File: src/rtl/vga_timing_pkg.sv
// Shared VGA timing constants (640x480 @ 60 Hz defaults) and the coordinate type.
package vga_timing_pkg;

    localparam int unsigned COORD_W = 10;
    typedef logic [COORD_W-1:0] coord_t;

    localparam int unsigned H_DISPLAY = 640;
    localparam int unsigned H_FRONT   = 16;
    localparam int unsigned H_SYNC    = 96;
    localparam int unsigned H_BACK    = 48;
    localparam int unsigned V_DISPLAY = 480;
    localparam int unsigned V_FRONT   = 10;
    localparam int unsigned V_SYNC    = 2;
    localparam int unsigned V_BACK    = 33;

    localparam int unsigned H_TOTAL      = H_DISPLAY + H_FRONT + H_SYNC + H_BACK;
    localparam int unsigned V_TOTAL      = V_DISPLAY + V_FRONT + V_SYNC + V_BACK;
    localparam int unsigned H_SYNC_START = H_DISPLAY + H_FRONT;
    localparam int unsigned H_SYNC_END   = H_SYNC_START + H_SYNC - 1;
    localparam int unsigned V_SYNC_START = V_DISPLAY + V_FRONT;
    localparam int unsigned V_SYNC_END   = V_SYNC_START + V_SYNC - 1;

endpackage

File: src/rtl/vga_axis_counter.sv
// One raster axis: wrap counter with terminal count, registered sync decode and
// a next-cycle visible flag so the parent can register display_on in step.
module vga_axis_counter
    import vga_timing_pkg::*;
#(
    parameter int unsigned TOTAL      = H_TOTAL,
    parameter int unsigned DISP       = H_DISPLAY,
    parameter int unsigned SYNC_START = H_SYNC_START,
    parameter int unsigned SYNC_END   = H_SYNC_END,
    parameter bit          ACTIVE_LOW = 1'b1
) (
    input  logic   clk,
    input  logic   rst_n,
    input  logic   en_i,
    output coord_t count_o,
    output logic   sync_o,
    output logic   tc_c_o,
    output logic   vis_nxt_c_o
);

    localparam coord_t LAST    = coord_t'(TOTAL - 1);
    localparam coord_t DISP_LM = coord_t'(DISP);
    localparam coord_t SYNC_LO = coord_t'(SYNC_START);
    localparam coord_t SYNC_HI = coord_t'(SYNC_END);

    coord_t count_q, count_d;
    logic   sync_q, sync_d;
    logic   tc;

    // Next count and decodes of that next count, so outputs line up with it.
    always_comb begin
        tc      = en_i && (count_q == LAST);
        count_d = count_q;
        if (en_i) begin
            count_d = tc ? '0 : count_q + coord_t'(1);
        end
        sync_d      = ((count_d >= SYNC_LO) && (count_d <= SYNC_HI)) ^ ACTIVE_LOW;
        vis_nxt_c_o = (count_d < DISP_LM);
    end

    // Counter and sync registers; sync comes out of reset deasserted.
    always_ff @(posedge clk) begin
        if (!rst_n) begin
            count_q <= '0;
            sync_q  <= ACTIVE_LOW;
        end else begin
            count_q <= count_d;
            sync_q  <= sync_d;
        end
    end

    assign count_o = count_q;
    assign sync_o  = sync_q;
    assign tc_c_o  = tc;

endmodule

File: src/rtl/vga_timing_gen.sv
// VGA raster timing generator: pixel/line counters, sync pulses, visible flag.
module vga_timing_gen
    import vga_timing_pkg::*;
#(
    parameter int unsigned H_DISPLAY       = vga_timing_pkg::H_DISPLAY,
    parameter int unsigned H_FRONT         = vga_timing_pkg::H_FRONT,
    parameter int unsigned H_SYNC          = vga_timing_pkg::H_SYNC,
    parameter int unsigned H_BACK          = vga_timing_pkg::H_BACK,
    parameter int unsigned V_DISPLAY       = vga_timing_pkg::V_DISPLAY,
    parameter int unsigned V_FRONT         = vga_timing_pkg::V_FRONT,
    parameter int unsigned V_SYNC          = vga_timing_pkg::V_SYNC,
    parameter int unsigned V_BACK          = vga_timing_pkg::V_BACK,
    parameter int unsigned SYNC_ACTIVE_LOW = 1
) (
    input  logic       clk,
    input  logic       rst_n,
    output logic       hsync,
    output logic       vsync,
    output logic       display_on,
    output logic [9:0] hpos,
    output logic [9:0] vpos
);

    localparam int unsigned HT  = H_DISPLAY + H_FRONT + H_SYNC + H_BACK;
    localparam int unsigned VT  = V_DISPLAY + V_FRONT + V_SYNC + V_BACK;
    localparam int unsigned HSS = H_DISPLAY + H_FRONT;
    localparam int unsigned VSS = V_DISPLAY + V_FRONT;
    localparam bit          SYNC_LOW = (SYNC_ACTIVE_LOW != 0);

    coord_t h_count, v_count;
    logic   h_tc, v_tc_unused;
    logic   h_vis_nxt, v_vis_nxt;
    logic   display_on_q;

    // Horizontal axis free-runs every pixel clock.
    vga_axis_counter #(
        .TOTAL(HT), .DISP(H_DISPLAY), .SYNC_START(HSS), .SYNC_END(HSS + H_SYNC - 1),
        .ACTIVE_LOW(SYNC_LOW)
    ) u_h (
        .clk(clk), .rst_n(rst_n), .en_i(1'b1),
        .count_o(h_count), .sync_o(hsync), .tc_c_o(h_tc), .vis_nxt_c_o(h_vis_nxt)
    );

    // Vertical axis advances on the horizontal wrap.
    vga_axis_counter #(
        .TOTAL(VT), .DISP(V_DISPLAY), .SYNC_START(VSS), .SYNC_END(VSS + V_SYNC - 1),
        .ACTIVE_LOW(SYNC_LOW)
    ) u_v (
        .clk(clk), .rst_n(rst_n), .en_i(h_tc),
        .count_o(v_count), .sync_o(vsync), .tc_c_o(v_tc_unused), .vis_nxt_c_o(v_vis_nxt)
    );

    // Visible flag registered from both next-state decodes; (0,0) is visible.
    always_ff @(posedge clk) begin
        if (!rst_n) begin
            display_on_q <= 1'b1;
        end else begin
            display_on_q <= h_vis_nxt && v_vis_nxt;
        end
    end

    assign display_on = display_on_q;
    assign hpos       = h_count;
    assign vpos       = v_count;

endmodule

File: config.mk
export PLATFORM = sky130hd
export DESIGN_NAME = vga_timing_gen
export DESIGN_NICKNAME = d
export VERILOG_FILES = /design/src/rtl/vga_timing_pkg.sv /design/src/rtl/vga_axis_counter.sv /design/src/rtl/vga_timing_gen.sv
export SDC_FILE = /design/constraint.sdc
export NUM_CORES = 1
export LEC_CHECK = 0
export ABC_AREA = 1
export BUFFER_PORTS_ARGS = -buffer_cell sky130_fd_sc_hd__buf_2
export CAP_MARGIN = 10
export CORE_UTILIZATION = 35
export DETAILED_ROUTE_END_ITERATION = 16
export GPL_ROUTABILITY_DRIVEN = 0
export GPL_TIMING_DRIVEN = 0
export HOLD_SLACK_MARGIN = 0.08
export PLACE_DENSITY = 0.65
export SYNTH_ARGS = -nofsm -noshare
export SYNTH_HDL_FRONTEND = slang
export SYNTH_SLANG_ARGS = --single-unit
File: constraint.sdc
create_clock -name clk -period 2.2 [get_ports clk]
set_input_delay 0.33 -clock clk [delete_from_list [all_inputs] [get_ports clk]]
set_output_delay 0.33 -clock clk [all_outputs]
set_load 0.01 [all_outputs]
### Word level (Yosys, flattened, before mapping)

Cells that the tools add are included.
Widths: inputs -> output; s select.

| storage, ports and cells | value |
|---|---|
| bits in registers | 23 |
| latch bits | 0 |
| memory bits (writable) | 0 |
| bits in read-only memories | 0 |
| bits of input ports | 2 |
| output and inout port bits | 23 |
| word-level logic and storage cells | 24 |
| memories | 0 |

| operators by class | value |
|---|---|
| add/subtract/negate cells | 2 |
| multipliers | 0 |
| div/mod/pow operators | 0 |
| magnitude comparators | 6 |
| equal/unequal tests | 2 |
| shift operators | 0 |
| mux-type cells | 3 |
| bitwise operators | 2 |
| reduce and logical (&&, ||, !) cells | 4 |

Operators with widths:

| kind | count |
|---|---|
| $mux 10 | 3 |
| $add 10x1->10 const B | 2 |
| $eq 10x10->1 const B | 2 |
| $ge 10x10->1 const B | 1 |
| $ge 10x9->1 const B | 1 |
| $le 10x10->1 const B | 1 |
| $le 10x9->1 const B | 1 |
| $lt 10x10->1 const B | 1 |
| $lt 10x9->1 const B | 1 |
| $logic_and 1x1->1 | 4 |
| $not 1->1 | 2 |

### Depth between registers and ports, before layout

Gate-level depths: netlist of run 1.

| depth | value |
|---|---|
| depth in word-level cells | 7 |
| mapped depth | 12 |
| mapped depth without buffers | 12 |

### Hierarchy

From an unflattened synthesis of run 1, not the netlist that was laid out.

| second synthesis, totals | value |
|---|---|
| cells, all modules | 246 |
| area, all modules | 1539.0 µm² |

Modules (own cells, without submodules):

| module | instances | cells an instance | area an instance (µm²) | seq. area each (µm²) |
|---|---|---|---|---|
| vga_axis_counter at u_v | 1 | 127 | 773.2 | 220.2 |
| vga_axis_counter at u_h | 1 | 115 | 734.5 | 220.2 |
| vga_timing_gen | 1 | 4 | 31.3 | 20.0 |

### Worst setup path before layout of run 1

No wires, ideal clock.

| timing | value |
|---|---|
| kind | register to register |
| start | reg u_h.count_q[0] (netlist: u_h.count_o[0]) |
| end | reg u_v.sync_q (netlist: u_v.sync_o) |
| setup time | 121 ps |
| data arrival time | 1566 ps |
| data required time | 2079 ps |
| path slack | 513 ps |
| cell stages (with the launch flop) | 12 |
| path buffers | 1 |
| period minus slack after synthesis | 1687 ps |
| path through | dfxtp_1 -> ha_1 -> nand2_1 -> nor2_4 -> inv_2 -> nor2_4 -> buf_8 -> nand3_1 -> nand2_1 -> nand3_1 -> nor2_1 -> nand3_1 |

| on the way | value |
|---|---|
| cells in the longest elaborated chain, start to end | 7 |
| elaborated cells on any way between the ends | 8 |
| classes of those cells | order compare (2); eq/ne (1); mux (2); bitwise (1); reduce/logical (2) |

Ends and longest elaborated chain:

| item | RTL line | source |
|---|---|---|
| start, declared | vga_axis_counter.sv:26 | `coord_t count_q, count_d;` |
| start signal, assigned | vga_axis_counter.sv:47 | `count_q <= count_d;` |
| $eq 10x10->1 * | vga_axis_counter.sv:32 | `tc = en_i && (count_q == LAST);` |
| $logic_and 1x1->1 | vga_axis_counter.sv:32 |  |
| $mux 10 | vga_axis_counter.sv:35 | `count_d = tc ? '0 : count_q + coord_t'(1);` |
| $mux 10 * | vga_axis_counter.sv:34 | `if (en_i) begin` |
| $ge 10x9->1 or $le 10x9->1 (tied branches) | vga_axis_counter.sv:37 | `sync_d = ((count_d >= SYNC_LO) && (count_d <= SYNC_HI)) ^ ACTIVE_LOW;` |
| $logic_and 1x1->1 * | vga_axis_counter.sv:37 |  |
| $not 1->1 (no source line) * | n/a |  |
| end signal, assigned | vga_axis_counter.sv:48 | `sync_q <= sync_d;` |
| end, declared | vga_axis_counter.sv:27 | `logic sync_q, sync_d;` |

Mark *: on every way between the ends. The rest lies on a longest branch, timed or not.
A chain may end at the register's enable or synchronous reset.

### Worst setup path after layout of run 1

Same ends and word-level chain as after synthesis.

==> qor.yml, run 1 <==
grt:
  track_usage_pct: 16.6
  grt_pass1_vias: 1206
  grt_max_degree: 13
  grt_first_pass_wirelength_um: 5250
  grt-ovfl-total: 0
  antenna_found_initial: 0
layout:
  area_growth_syn_to_layout_pct: 17.3
  diodes: 0
  ff_latch_area_um2: 460
  final_common_cell: "nand2_1"
  drive_gt1_share_pct: 16.2
  final_util_pct: 43.9
  layout.nets: 235
  layoutNonFillerInstCount: 274
  final_cell_mix: "nand2_1 (50), nor2_1 (39), inv_1 (28)"
  final_area_um2: 1510
  n_fill_cell: 388
  multi_input_area_um2: 696
synthesis:
  ys_types: 21
  ys_ff_latch: 23
  synthCells: 200
  seq_area_frac_synth_pct: 35.7
  syn_area_um2: 1290
  avgSynthCellArea_um2: 6.44
  yosysWarningCount: 0
  syn_nets: 206
timing:
  period_share_pct: 83.7
  hold-worst-slack_ns: 0.347
  worst_pin_slew_ns: 0.492
  tns_ns: 0
  rsz0062_at_grt: "false"
  finalSetupViolCount: 0
  max_slew_margin_pct: 67.2
  setup_slack_ns: 0.358
  layout_min_cycle_time_ns: 1.84
  maxSlewViolCount: 0
  max_freq_mhz: 543
  hold_violations: 0
  finClkSkew_ns: 0.00204
power_and_ir_drop:
  power_density_nw_per_um2: 468
  power_mw: 0.707
  vdd_drop_max_mv: 0.317
  p_leak_nw: 0.716
floorplan:
  start_util_pct: 37.4
  die-width_um: 62.7
  rows: 21
  die-area_um2: 3930
  die_height_um: 62.7
  io_pins: 25
  core_area_um2: 3440
detailed_routing:
  dr_wl_met2_um: 1410
  drc: 0
  vias: 1282
  drtPass1Iterations: 4
  met3_length_um: 90
  met1_length_um: 1440
  routed_wirelength_um: 2960
  dr.max_layer_used: "met4"
  via_per_inst: 4.68
  drt_iter0_drc: 88
  postRouteAntennaNets: 0
  wl_per_cell_um: 10.8
setup_path:
  max_stage_delay_ns: 0.40
  startpoint: "u_h.count_o[0]$_SDFF_PN0_"
  critPathRequiredTime_ns: 2.35
  cp-end-kind: "flip-flop"
  worst_path_most_repeated_cell: "nand3_1"
  critical-path-top-delay-family: "simple AND/OR/NAND/NOR gates"
  critPathBufInv: 2
  criticalPathCategory: "reg -> reg"
  crit_fanout: 10
  path_cells: "ha_1 > nand2_1 > nor2_4 > inv_2 > nor2_4 > buf_8 > nand3_1 > nand2_1 > nand3_1 > nor2_1 > nand3_1"
  rr_startpoint: "u_h.count_o[0]$_SDFF_PN0_"
  slowest_stage: "dfxtp_1"
  cp.arrival_ns: 1.99
  worst_setup_path_start_kind: "flip-flop"
min_path:
  hold_start: "rst_n"
  holdCritPathClass: "in -> reg"
clock_network:
  htreeDepth: 1
  root_buffer: "clkbuf_8"
  cts_hold_buf: 0
  path_clk_slew_ns: 0.08
  cts_setup_buffers: 0
  cts_resized: 0
  clk_path_buf_depth: 2
  clk_latency_ns: 0.26
  cts_buffers: 3
  cts.sinks: 23
  cts_tree: "built"
job:
  max-cap-violations: 0
placed_design:
  numPlacedInstances: 270
  dpl_cell_area_um2: 1470
  port_buffers: 24
  pre_cts_ws_ns: 0.344
  dpl.hpwl_um: 2270
status:
  status: "finished clean"
## kinds of logic after synthesis
logic type | share of synthesized area, %
adder cells (fa/ha/maj) | 3.88
AO/OA/AOI/OAI | 6.31
flip-flops | 35.7
buffers and inverters | 10.3
AND/OR/NAND/NOR | 43.8
## power breakdown
| part | switching [mW] | internal, mW |
|---|---|---|
| sequential | 0.00460 | 0.420 |
| combinational | 0.0150 | 0.00792 |
| clock | 0.130 | 0.129 |
## sequential cells by signal (all words and copies together) (netlist names)
name         count
display_on       1
u_h.count_o     10
u_h.sync_o       1
u_v.count_o     10
u_v.sync_o       1
## metal layers
metal | track usage, % | vias to the layer above
met3 | 2.19 | 2
li1 | - | 697
met4 | 6.10 | 0
met1 | 21.4 | 559
met2 | 28.1 | 24
met5 | 0 | -
## cells in the mapped netlist, drive strengths merged
master	instances	area share [%]
nand2	51	15
nor2	41	13
inv	29	8.4
dfxtp	23	36
nand3	23	9.7
o21ai	11	4.6
nand4	10	4.9
ha	4	3.9
buf	2	1.6
o21bai	2	1.2
a211oi	1	0.58
clkbuf	1	0.29
nor3b	1	0.58
or2	1	0.49
## path summary, 6_finish.rpt
kind                            cells after the start                         to  slack [ns]
worst min register to register                      1  u_h.count_o[0]$_SDFF_PN0_        0.49
worst max-delay path                               11      u_v.sync_o$_SDFF_PN1_        0.36
worst min-delay path                                3  u_h.count_o[2]$_SDFF_PN0_        0.35
worst max register to register                     11      u_v.sync_o$_SDFF_PN1_        0.36
## worst min-delay path, stage by stage
cell and delay (ns):
buf_2 0.14, nand2_1 0.07, nor2_1 0.03
## layout make-up
class,instances,area share (%)
inverters,29,7.20
well taps,46,3.81
repair buffers,24,7.95
multi-input cells,145,46.0
flip-flops and latches,23,30.5
plain buffers,3,1.57
clock buffers,4,2.98
Power figures use the tool's default switching activity.
==> run 2, diff against run 1 <==
- PLACE_DENSITY: 0.65 -> 0.67
- clock period: 2.2 -> 1.6 ns (I/O delays scaled with it)
==> run 2 against run 1 <==
Against the previous run: clock skew up 0.0027 ns; sequential share of layout area down 3.5 points; wire length up 10%; global-route usage up 0.69 points; die area unchanged; sequential power up 38%; the flow now finishes with violations (setup timing); non-clock buffer count up 11; flip-flop and latch count unchanged; power up 39%; first-iteration DRC count down 42%; design area up 14%; core utilization up 6.2 points.
==> qor.yml, run 2 (synthesis gave the netlist of run 1 again) <==
status:
  status: "finished, violations left"  # was finished clean
  violations: "setup timing"
setup_path:
  endpoint: "u_v.sync_o$_SDFF_PN1_"  # unchanged
  critPathRequiredTime_ns: 1.76  # was 2.35 ns
  r2r_end: "u_v.sync_o$_SDFF_PN1_"  # unchanged
  rrSetupSlack_ns: -0.08  # was 0.36 ns
  crit_fanout: 8  # was 10
  r2r_cells: 11  # unchanged
  cp.arrival_ns: 1.83  # was 1.99 ns
  rr_startpoint: "u_h.count_o[0]$_SDFF_PN0_"  # unchanged
  startpoint: "u_h.count_o[0]$_SDFF_PN0_"  # unchanged
  cp-end-kind: "flip-flop"  # unchanged
  criticalPathCategory: "reg -> reg"  # unchanged
  worst_setup_path_start_kind: "flip-flop"  # unchanged
detailed_routing:
  via_per_inst: 4.82  # was 4.68
  routed_wirelength_um: 3260  # was 2960 um
  drtPass1Iterations: 4  # unchanged
  dr.max_layer_used: "met4"  # unchanged
  vias: 1373  # was 1282
  dr_wl_met2_um: 1580  # was 1410 um
  met3_length_um: 119  # was 90 um
  drt_iter0_drc: 51  # was 88
  postRouteAntennaNets: 0  # unchanged
  met1_length_um: 1500  # was 1440 um
  wl_per_cell_um: 11.4  # was 10.8 um
  drc: 0  # unchanged
layout:
  final_cell_mix: "nand2_1 (43), nor2_1 (32), inv_1 (27)"  # was nand2_1 (50), nor2_1 (39), inv_1 (28)
  final_area_um2: 1720  # was 1510 um2
  final_util_pct: 50.1  # was 43.9%
  layoutNonFillerInstCount: 285  # was 274
  drive_gt1_share_pct: 32.2  # was 16.2%
  final_common_cell: "nand2_1"  # unchanged
  area_growth_syn_to_layout_pct: 33.8  # was 17.3%
  layout.nets: 246  # was 235
  diodes: 0  # unchanged
power_and_ir_drop:
  power.internal_mw: 0.771  # was 0.557 mW
  combPwrFrac_pct: 4.5  # was 3.2%
  power_mw: 0.987  # was 0.707 mW
  sw_frac_of_total_pct: 21.9  # was 21.2%
  p_sw_mw: 0.216  # was 0.150 mW
  p_leak_nw: 0.801  # was 0.716 nW
  vdd_drop_max_mv: 0.449  # was 0.317 mV
  pwr-share-clk_pct: 36.2  # was 36.7%
  seqPwrFrac_pct: 59.4  # was 60.1%
  power_density_nw_per_um2: 572  # was 468 nW/um2
timing:
  rsz0062_at_grt: "true"  # was false
  max_slew_margin_pct: 67.8  # was 67.2%
  finClkSkew_ns: 0.00475  # was 0.00204 ns
  worst_pin_slew_ns: 0.483  # was 0.492 ns
  hold_violations: 0  # unchanged
  layout_min_cycle_time_ns: 1.68  # was 1.84 ns
  maxSlewViolCount: 0  # unchanged
  period_share_pct: 105  # was 83.7%
  finalSetupViolCount: 4  # was 0
  max_freq_mhz: 597  # was 543 MHz
  setup_slack_ns: -0.0754  # was 0.358 ns
grt:
  antenna_found_initial: 0  # unchanged
  grt_first_pass_wirelength_um: 5450  # was 5250 um
  track_usage_pct: 17.3  # was 16.6%
  grt_pass1_vias: 1277  # was 1206
  grt-ovfl-total: 0  # unchanged
  grt_max_degree: 14  # was 13
min_path:
  holdCritPathClass: "in -> reg"  # unchanged
clock_network:
  htreeDepth: 1  # unchanged
  cts_buffers: 3  # unchanged
  clk_latency_ns: 0.27  # was 0.26 ns
  cts.sinks: 23  # unchanged
  cts_tree: "built"  # unchanged
  root_buffer: "clkbuf_8"  # unchanged
  path_clk_slew_ns: 0.08  # about the same
  clk_path_buf_depth: 2  # unchanged
  cts_hold_buf: 0  # unchanged
placed_design:
  port_buffers: 24  # unchanged
  numPlacedInstances: 270  # unchanged
  pre_cts_ws_ns: -0.219  # was 0.344 ns
  dpl_cell_area_um2: 1470  # about the same
  dpl.hpwl_um: 2280  # was 2270 um
floorplan:
  die-width_um: 62.7  # unchanged
  io_pins: 25  # unchanged
  die_height_um: 62.7  # unchanged
  start_util_pct: 37.4  # unchanged
  rows: 21  # unchanged
  core_area_um2: 3440  # unchanged
  die-area_um2: 3930  # unchanged
job:
  max-cap-violations: 0  # unchanged
run 2: cell types whose count changed in the layout (fill, tap and decap cells not counted), moves of 5 or more:
cell     change
buf_4        +8
nand2_1      -7
nor2_1       -7
nand2_2      +6
nand3_1      -5
nand3_2      +5
nor2_2       +5
run 2: final cells by class:
class / count / area [um2]
Fill cell: 356 / 1720
Multi-Input combinational cell: 145 / 802
Sequential cell: 23 / 465
Timing Repair Buffer: 35 / 214
Inverter: 29 / 109
Tap cell: 46 / 57.6
Clock buffer: 3 / 41.3
Buffer: 3 / 30.0
Clock inverter: 1 / 5.00
run 2: repair_timing:
item                       4_1_cts  5_1_grt
cloned                           0        0
pin swaps                       15       12
setup buffers                    8        3
resized for setup               22       17
setup endpoints to repair        9        9
run 2: through the flow:
step | setup TNS (ns) | hold slack (ns)
2_1_floorplan | 0 | 0.357
3_3_place_gp | -0.750 | 0.436
3_5_place_dp | -0.699 | 0.445
4_1_cts | -0.190 | 0.237
5_1_grt | -0.644 | 0.268
6_report | -0.176 | 0.248
run 2: power by group through the flow:
| stage | clock (mW) | sequential (mW) | combinational [mW] |
|---|---|---|---|
| final | 0.357 | 0.586 | 0.0441 |
| after global placement | 0 | 0.599 | 0.0315 |
| after CTS | 0.374 | 0.586 | 0.0432 |
| after floorplan | 0 | 0.601 | 0.0152 |
| after detailed placement | 0 | 0.599 | 0.0318 |
| after global routing | 0.393 | 0.586 | 0.0500 |
run 2: critical path: stages, from the launching register on:
cell and delay, ns:
dfxtp_2 0.36, ha_4 0.15, nand2_4 0.06, nor2_4 0.14, inv_2 0.07, nor2_4 0.20
buf_8 0.17, nand3_2 0.08, nand2_2 0.08, nand3_2 0.08, nor2_2 0.11, nand3_1 0.07
run 2: per-layer routing:
layer | global-route usage (%) | up-vias
met5 | 0 | -
li1 | - | 713
met1 | 22.7 | 622
met3 | 2.19 | 7
met4 | 11.0 | 0
met2 | 26.6 | 31
run 2: worst min-delay path by stage:
stage | depth (start not counted) | slack, ns | to | start
5_1_grt | 3 | 0.27 | u_h.count_o[2]$_SDFF_PN0_ | rst_n
3_5_place_dp | 1 | 0.44 | u_h.count_o[0]$_SDFF_PN0_ | u_h.count_o[0]$_SDFF_PN0_
6_report | 3 | 0.25 | u_h.count_o[2]$_SDFF_PN0_ | rst_n
4_1_cts | 3 | 0.24 | u_h.count_o[2]$_SDFF_PN0_ | rst_n
2_1_floorplan | 2 | 0.36 | u_v.count_o[5]$_SDFF_PN0_ | rst_n
3_3_place_gp | 1 | 0.44 | u_h.count_o[0]$_SDFF_PN0_ | u_h.count_o[0]$_SDFF_PN0_
==> run 3, diff against run 2 <==
- CORE_UTILIZATION: 35 -> 48
- PLACE_DENSITY: 0.67 -> 0.84
- TNS_END_PERCENT: default -> 1
==> run 3 against run 2 <==
Against the previous run: the flow still finishes with violations (setup timing); first-iteration DRC count decreased by 7.8%; combinational power is 14% higher; count of clock-buffer cells in the layout increased by 1; die area down 26%; cell count is 4.6% lower; power fell by 9.4%; register-to-register slack worse by 0.02 ns; wire length is 13% higher; clock power shrank 28%; global-route usage increased by 10 points; critical endpoint unchanged.
==> qor.yml, run 3 (synthesis gave the netlist of run 1 again) <==
status:
  status: "finished, violations left"  # unchanged
  violations: "setup timing"  # unchanged
power_and_ir_drop:
  power_density_nw_per_um2: 510  # was 572 nW/um2
  sw_frac_of_total_pct: 21.8  # was 21.9%
  combPwrFrac_pct: 5.6  # was 4.5%
  power.internal_mw: 0.699  # was 0.771 mW
  vdd_drop_max_mv: 0.485  # was 0.449 mV
  power_mw: 0.894  # was 0.987 mW
  pwr-share-clk_pct: 28.8  # was 36.2%
  seqPwrFrac_pct: 65.6  # was 59.4%
  p_sw_mw: 0.195  # was 0.216 mW
  p_leak_nw: 0.826  # was 0.801 nW
setup_path:
  r2r_cells: 11  # unchanged
  cp.arrival_ns: 1.91  # was 1.83 ns
  crit_fanout: 5  # was 8
  max_stage_delay_ns: 0.38  # was 0.36 ns
  critical-path-top-delay-family: "simple AND/OR/NAND/NOR gates"  # unchanged
  critPathRequiredTime_ns: 1.81  # was 1.76 ns
  path_depth: 11  # unchanged
  worst_setup_path_start_kind: "flip-flop"  # unchanged
  path_cells: "ha_4 > nand2_4 > nor2_4 > inv_2 > nor2_4 > buf_8 > nand3_2 > nand3_2 > nand3_2 > nor2_1 > nand3_2"  # was ha_4 > nand2_4 > nor2_4 > inv_2 > nor2_4 > buf_8 > nand3_2 > nand2_2 > nand3_2 > nor2_2 > nand3_1
  worst_path_most_repeated_cell: "nand3_2"
  criticalPathCategory: "reg -> reg"  # unchanged
  cp-end-kind: "flip-flop"  # unchanged
  slowest_stage: "dfxtp_4"  # was dfxtp_2
  critPathBufInv: 2  # unchanged
detailed_routing:
  drt_iter0_drc: 47  # was 51
  routed_wirelength_um: 3680  # was 3260 um
  vias: 1478  # was 1373
  via_per_inst: 5.43  # was 4.82
  drc: 0  # unchanged
  wl_per_cell_um: 13.5  # was 11.4 um
  drtPass1Iterations: 4  # unchanged
  postRouteAntennaNets: 0  # unchanged
placed_design:
  numPlacedInstances: 254  # was 270
  port_buffers: 24  # unchanged
  dpl.hpwl_um: 2160  # was 2280 um
  dpl_cell_area_um2: 1450  # was 1470 um2
  pre_cts_ws_ns: -0.218  # was -0.219 ns
grt:
  busiest_layer: "met2"  # unchanged
  grt_pass1_vias: 1351  # was 1277
  track_usage_pct: 27.3  # was 17.3%
  grt_max_degree: 13  # was 14
  met3_usage_pct: 3.39  # was 2.19%
  grtUsageMet1_pct: 27.1  # was 22.7%
  grt-ovfl-total: 0  # unchanged
  met2_usage_pct: 52.9  # was 26.6%
  grt_first_pass_wirelength_um: 5600  # was 5450 um
  antenna_found_initial: 0  # unchanged
floorplan:
  die_height_um: 53.8  # was 62.7 um
  core_area_um2: 2500  # was 3440 um2
  die-width_um: 53.8  # was 62.7 um
  die-area_um2: 2900  # was 3930 um2
  rows: 18  # was 21
  start_util_pct: 51.6  # was 37.4%
  io_pins: 25  # unchanged
clock_network:
  root_buffer: "clkbuf_4"  # was clkbuf_8
  cts_hold_buf: 0  # unchanged
  cts.sinks: 23  # unchanged
  cts_buffers: 3  # unchanged
  cts_tree: "built"  # unchanged
  clk_path_buf_depth: 2  # unchanged
  path_clk_slew_ns: 0.12  # was 0.08 ns
  htreeDepth: 1  # unchanged
  clk_latency_ns: 0.30  # was 0.27 ns
layout:
  final_common_cell: "nand2_1"  # unchanged
  area_growth_syn_to_layout_pct: 35.9  # was 33.8%
  layout.nets: 249  # was 246
  multi_input_area_um2: 821  # was 802 um2
  final_cell_mix: "nand2_1 (41), nor2_1 (34), inv_1 (27)"  # was nand2_1 (43), nor2_1 (32), inv_1 (27)
  final_area_um2: 1750  # was 1720 um2
  ff_latch_area_um2: 470  # was 465 um2
  diodes: 0  # unchanged
  n_fill_cell: 212  # was 356
  drive_gt1_share_pct: 35.1  # was 32.2%
  layoutNonFillerInstCount: 272  # was 285
  final_util_pct: 70.1  # was 50.1%
timing:
  max_freq_mhz: 588  # was 597 MHz
  period_share_pct: 106  # was 105%
  rsz0062_at_grt: "true"  # unchanged
  hold_violations: 0  # unchanged
  hold-worst-slack_ns: 0.235  # was 0.248 ns
  finalSetupViolCount: 3  # was 4
  maxSlewViolCount: 0  # unchanged
  tns_ns: -0.198  # was -0.176 ns
  max_slew_margin_pct: 69.2  # was 67.8%
  finClkSkew_ns: 0.00254  # was 0.00475 ns
  worst_pin_slew_ns: 0.461  # was 0.483 ns
  setup_slack_ns: -0.100  # was -0.0754 ns
  layout_min_cycle_time_ns: 1.70  # was 1.68 ns
job:
  max-cap-violations: 0  # unchanged
min_path:
  holdCritPathClass: "in -> reg"  # unchanged
  worstHoldPathCells: 3  # unchanged
-- run 3: cell count changes in the layout (fill, tap and decap cells not counted), moves of 2 or more --
cell and change:
buf_4 +4, buf_6 -3, clkbuf_4 +3, clkbuf_8 -3, dfxtp_1 -2, nand2_1 -2, nand3_1 -3, nand3_2 +2
nor2_1 +2, o21ai_0 -2, o21ai_2 +2
-- run 3: area by class of cell --
class | count | area share, %
flip-flops and latches | 23 | 26.9
well taps | 30 | 2.14
multi-input cells | 145 | 46.9
inverters | 29 | 6.21
repair buffers | 38 | 14.7
clock buffers | 4 | 1.50
plain buffers | 3 | 1.71
-- run 3: final timing paths --
path                              from                         to  slack [ns]
min reg2reg  u_h.count_o[0]$_SDFF_PN0_  u_h.count_o[0]$_SDFF_PN0_        0.55
max          u_h.count_o[0]$_SDFF_PN0_      u_v.sync_o$_SDFF_PN1_       -0.10
max reg2reg  u_h.count_o[0]$_SDFF_PN0_      u_v.sync_o$_SDFF_PN1_       -0.10
min                              rst_n  u_h.count_o[2]$_SDFF_PN0_        0.24
-- run 3: power groups by stage --
stage / Clock (mW) / Sequential (mW) / Combinational [mW]
6_report: 0.257 / 0.587 / 0.0501
5_1_grt: 0.292 / 0.589 / 0.0553
4_1_cts: 0.258 / 0.587 / 0.0479
2_1_floorplan: 0 / 0.601 / 0.0152
3_3_place_gp: 0 / 0.599 / 0.0304
3_5_place_dp: 0 / 0.599 / 0.0307
-- run 3: worst reg2reg max path, delay by kind of cell (launching register included) --
| kind | cells | cell delay [ns] |
|---|---|---|
| simple gates | 8 | 0.83 |
| flops | 1 | 0.38 |
| buf+inv | 2 | 0.25 |
| fa+ha+maj | 1 | 0.14 |
-- run 3: what timing repair did --
item | in CTS | in global routing
resized for setup | 28 | 18
setup buffers | 12 | 1
cloned | 1 | 0
setup endpoints to repair | 5 | 9
pin swaps | 13 | 11
-- run 3: metal layers --
layer  wire, um  vias to the layer above
li1           -                      724
met1       1460                      677
met2       1900                       63
met3        185                       14
met4        133                        0
met5          0                        -
